<file path="src/rtl/mlp_layer_sequencer.sv">
// mlp_layer_sequencer: walks the three MLP layers issuing one MAC term per input neuron per output neuron,
// with bubbles between layers so each layer's last write-back lands before the next layer reads it.
module mlp_layer_sequencer #(
    parameter int L0_IN      = 784,
    parameter int L0_OUT     = 64,
    parameter int L1_OUT     = 32,
    parameter int L2_OUT     = 10,
    parameter int PIPE_DEPTH = 4,
    parameter int NA_W       = 12,
    parameter int WA_W       = 16,
    parameter int BA_W       = 8
) (
    input  logic            clk,
    input  logic            reset,
    input  logic            start,
    input  logic            stall,
    output logic            issue_valid,
    output logic [NA_W-1:0] input_neuron_addr,
    output logic [WA_W-1:0] input_weight_addr,
    output logic [BA_W-1:0] bias_addr,
    output logic            first_term,
    output logic            write_neuron,
    output logic [NA_W-1:0] output_neuron_addr,
    output logic [1:0]      layer_idx,
    output logic            relu_en,
    output logic            busy,
    output logic            done
);
    typedef enum logic [2:0] {IDLE, ISSUE, GAP, DRAIN, DONE} state_t;
    state_t state, state_nx;
    logic [31:0] i, j, cnt, in_base, in_len, out_len;
    logic [WA_W-1:0] wt;
    logic [BA_W-1:0] bias;
    logic [1:0] layer;
    logic act, last_i, last_j;

    always_comb begin
        in_len             = layer == 2'd0 ? 32'(L0_IN)  : layer == 2'd1 ? 32'(L0_OUT) : 32'(L1_OUT);
        out_len            = layer == 2'd0 ? 32'(L0_OUT) : layer == 2'd1 ? 32'(L1_OUT) : 32'(L2_OUT);
        in_base            = layer == 2'd0 ? 32'd0       : layer == 2'd1 ? 32'(L0_IN)  : 32'(L0_IN + L0_OUT);
        act                = state != IDLE;
        last_i             = i == in_len - 32'd1;
        last_j             = j == out_len - 32'd1;
        issue_valid        = state == ISSUE && !stall;
        first_term         = issue_valid && i == 32'd0;
        write_neuron       = issue_valid && last_i;
        input_neuron_addr  = act ? NA_W'(in_base + i) : '0;
        output_neuron_addr = act ? NA_W'(in_base + in_len + j) : '0;
        input_weight_addr  = act ? wt : '0;
        bias_addr          = act ? bias : '0;
        layer_idx          = act ? layer : 2'd0;
        relu_en            = act && layer != 2'd2;
        busy               = act;
        done               = state == DONE;
        state_nx           = state;
        // GAP spans PIPE_DEPTH bubbles; DRAIN spans PIPE_DEPTH-1 so DONE coincides with the final write
        case (state)
            IDLE:    if (start) state_nx = ISSUE;
            ISSUE:   if (write_neuron && last_j) state_nx = layer == 2'd2 ? DRAIN : GAP;
            GAP:     if (!stall && cnt == 32'(PIPE_DEPTH - 1)) state_nx = ISSUE;
            DRAIN:   if (!stall && cnt == 32'(PIPE_DEPTH - 2)) state_nx = DONE;
            DONE:    state_nx = IDLE;
            default: state_nx = IDLE;
        endcase
    end

    always_ff @(posedge clk or negedge reset) begin
        if (!reset) begin
            state <= IDLE;
            i     <= '0;
            j     <= '0;
            cnt   <= '0;
            wt    <= '0;
            bias  <= '0;
            layer <= '0;
        end else begin
            state <= state_nx;
            if (state == IDLE && start) begin
                i     <= '0;
                j     <= '0;
                cnt   <= '0;
                wt    <= '0;
                bias  <= '0;
                layer <= '0;
            end else if (issue_valid) begin
                wt <= wt + WA_W'(1);
                if (last_i) begin
                    i    <= '0;
                    bias <= bias + BA_W'(1);
                    j    <= last_j ? 32'd0 : j + 32'd1;
                    if (last_j) layer <= layer == 2'd2 ? layer : layer + 2'd1;
                end else begin
                    i <= i + 32'd1;
                end
            end else if ((state == GAP || state == DRAIN) && !stall) begin
                cnt <= state_nx == state ? cnt + 32'd1 : 32'd0;
            end
        end
    end
endmodule

</file>
<file path="config.mk">
export PLATFORM = sky130hd
export DESIGN_NAME = mlp_layer_sequencer
export DESIGN_NICKNAME = d
export VERILOG_FILES = /design/src/rtl/mlp_layer_sequencer.sv
export SDC_FILE = /design/constraint.sdc
export NUM_CORES = 1
export LEC_CHECK = 0
export CAP_MARGIN = 20
export CORE_MARGIN = 3
export CORE_UTILIZATION = 35
export CTS_CLUSTER_SIZE = 25
export DETAILED_ROUTE_END_ITERATION = 8
export PLACE_DENSITY = 0.58
export SETUP_SLACK_MARGIN = 0.2
export SYNTH_ARGS = -nofsm -noshare
export SYNTH_HDL_FRONTEND = slang
export SYNTH_SLANG_ARGS = --single-unit
</file>
<file path="constraint.sdc">
create_clock -name clk -period 3.15 [get_ports clk]
set_clock_uncertainty 0.1 [all_clocks]
set_input_delay 0.63 -clock clk [delete_from_list [all_inputs] [get_ports clk]]
set_output_delay 0.63 -clock clk [all_outputs]
set_load 0.02 [all_outputs]
</file>
==> results.cfg <==
[final_layout]
area_growth_pct = 40.15
stdcell_area_mm2 = 0.01157
nNetsFinal = 1121
fillers = 2059
antenna_cells = 0
drive_above_1_share_pct = 26.59

[sta]
hold_viol_final = 0
fmax_ghz = 0.2871
rsz0062_at_grt = true
finalCritPeriodShare_pct = 110.6
slew_headroom_pct = 54.50
tns_ns = -3.085
finalSetupViolations = 26
slew_violations = 0
tightest_slew_ns = 0.6774
period_needed_ns = 3.483
holdWs_ns = 0.1075
layout_setup_ws_ns = -0.3335

[logic_synthesis]
yosys.area_share.simple_pct = 29.66
async_flop_share_pct = 100.0
synthMuxAreaShare_pct = 1.228
synth_xor_area_share_pct = 4.457
synth.most_common_cell = dfrtp_1
synthTopCellsByArea = dfrtp_1 38%, ha_1 4.1%, nand4_1 3.7%
synth_compound_area_share_pct = 17.20
netlist_area_mm2 = 0.008254
syn_inst = 955
synth_area_leader_cell = dfrtp_1
synth-seq-area-share_pct = 37.90
yosys_warnings = 0
ys_ff_latch = 125
synth_top_family_by_area = simple AND/OR/NAND/NOR gates
yosys.area_share.adder_pct = 4.335
synth_edf_count = 0
yosys-top-cells-count = 125 x dfrtp_1, 73 x nor2_1, 64 x nand2_1, 60 x a21oi_1, 59 x nand3_1
synth_top_area_share_pct = 37.90
synth_area_per_cell_um2 = 8.643
synth_top_flop_cell = dfrtp_1
synth_cell_types = 69
synth_fp_nets = 987

[pwr]
p_switching_mw = 1.244
p_leak_nw = 4.901
p_int_mw = 3.467
clkPwrFrac_pct = 48.7
switching_share_pct = 26.41
finalPower_mw = 4.711
seq_power_share_pct = 38.0
powerDensity_mw_per_mm2 = 407.2
p_comb_share_pct = 13.2
ir_drop_v = 0.0003382

[grt]
grt_pass1_vias = 7790
grt_pass1_wl_mm = 40.36
grtUsageTotal_pct = 19.18
grt_max_degree = 63
antenna_found_initial = 0
overflow = 0

[clocking]
ctsHoldBuffers = 0
clock_sinks = 125
htree_levels = 4
clockBufferDepth = 2
cts_tree = yes
clk_latency_ns = 0.43
cts_root_buf = clkbuf_16
cts_buffers = 17
path_clk_slew_ns = 0.06

[placed_design]
io_buffers = 59
globalplace.congestion = 0.8074
dp_slack_ns = -0.3636
dp_hpwl_mm = 16.43
placed_area_mm2 = 0.009648

[detailed_routing]
detail-route-antenna-nets = 0
drc = 0
via_per_inst = 5.708
vias = 8077
drt-total-wl_mm = 25.98
drt_iter0_markers = 665
wl_per_cell_um = 18.36
firstDrtPassIters = 5

[worst_setup_path]
r2r-start = layer[1]
rr_worst_depth = 15
endpoint_kind = primary output
cp.required_ns = 2.42
arrival_ns = 2.75
regToRegEndpoint = j[2]
critPathMaxFanout = 4
r2r_slack_ns = -0.15
critPathLaunch = layer[1]
cp-start-kind = register
criticalPathCategory = reg2out

[die]
start_util_pct = 36.02
fp.dieH_um = 159.6
num_rows = 55
ioPinCount = 60
die_x_um = 159.6
core_area_mm2 = 0.02292
dieArea_mm2 = 0.02546

[outcome]
outcome = complete, but fails checks
failed_checks = setup timing

[run]
drv_cap = 0

[min_path]
worstHoldPathType = in2async
[layout by cell type, fill, tap and decap left out, types with 6 or more instances in the layout]
cell             synthesis  layout
nand4_1                 49      49
ha_1                    27      18
or4_4                    1      15
or4_1                   23       9
and4_1                   7       7
nand3_1                 59      55
buf_6                    3      25
and3_1                  18      18
inv_1                   45      40
ha_4                     0       9
o21ai_1                  0       8
nor3_1                  25      24
mux2i_1                  9       9
buf_4                    3      81
buf_12                   0      10
clkbuf_16                0      22
o21ai_0                 50      40
nor2b_1                  8       6
dlymetal6s2s_1           0      13
and2_1                  37      35
xnor2_1                 28      26
nor4_4                   5       7
bufinv_16                0       6
xor2_1                  14      13
o31ai_1                 24      11
a21oi_1                 60      39
a21oi_2                  0      19
nand2_1                 64      62
o31ai_4                  0      13
clkdlybuf4s50_1          0      24
a31oi_1                 13      12
a2111o_1                 6       6
nor2_1                  73      71
o211ai_1                 8       8
nor4_1                  26      22
or3_1                   10      10
dfrtp_1                125     123
[worst max-delay path by stage]
| stage | cells past startpoint | endpoint |
|---|---|---|
| floorplan | 13 | output_neuron_addr[11] |
| global placement | 13 | output_neuron_addr[11] |
| detailed placement | 14 | output_neuron_addr[11] |
| CTS | 14 | output_neuron_addr[11] |
| global route | 13 | input_neuron_addr[11] |
| finish | 12 | output_neuron_addr[11] |
[power groups by stage]
stage	Clock, mW	Combinational, mW	Sequential [mW]
floorplan	0	0.352	1.77
global placement	0	0.607	1.80
detailed placement	0	0.610	1.80
CTS	2.32	0.615	1.78
global route	2.41	0.684	1.81
finish	2.30	0.624	1.79
[repair_timing]
action	CTS	global route
pin swaps	16	86
gates cloned	0	7
endpoints found under the setup margin	53	56
buffers inserted	8	23
resized for setup	108	161
[per-layer routing]
| metal | share of wire (%) | wire length [um] | vias to the layer above | track usage (%) |
|---|---|---|---|---|
| li1 | - | - | 3833 | - |
| met4 | 1.3 | 349 | 0 | 5.730 |
| met3 | 4.1 | 1057 | 34 | 4.006 |
| met1 | 46 | 11840 | 4011 | 25.16 |
| met5 | 0 | 0 | - | 0 |
| met2 | 49 | 12730 | 199 | 31.91 |
[flip-flops by register name, summed over array words and instances (netlist names)]
| register | count |
|---|---|
| state | 3 |
| i | 32 |
| layer | 2 |
| wt | 16 |
| cnt | 32 |
| bias | 8 |
| j | 32 |
[cells by family after synthesis]
family          after synthesis
simple gates                433
compound gates              216
flops                       125
buf+inv                     101
xor+xnor                     42
fa+ha+maj                    28
mux                          10
[area by class of cell]
type	count	area, um2	area share [%]
Multi-Input combinational cell	729	5458	47.18
Clock inverter	14	241.5	2.087
Sequential cell	125	3131	27.06
Tap cell	313	391.6	3.385
Clock buffer	18	439.2	3.796
Inverter	46	175.2	1.514
Timing Repair Buffer	170	1733	14.98
[stage by stage]
step | utilization, % | instances
after floorplan | - | 955
after global placement | 42.10 | 1345
after detailed placement | 42.10 | 1345
after CTS | 45.90 | 1385
after global routing | 50.48 | 1415
final | 50.48 | 1415
[critical path: stages, from the launching register on]
cell	delay [ns]
dfrtp_1	0.39
inv_2	0.09
ha_4	0.17
inv_4	0.05
ha_4	0.27
inv_1	0.06
fa_2	0.38
nand2b_4	0.16
a211oi_2	0.21
o21ai_1	0.11
nor3b_2	0.16
nor3_2	0.11
buf_4	0.16
Note: power is estimated with default switching activity, not from simulation.
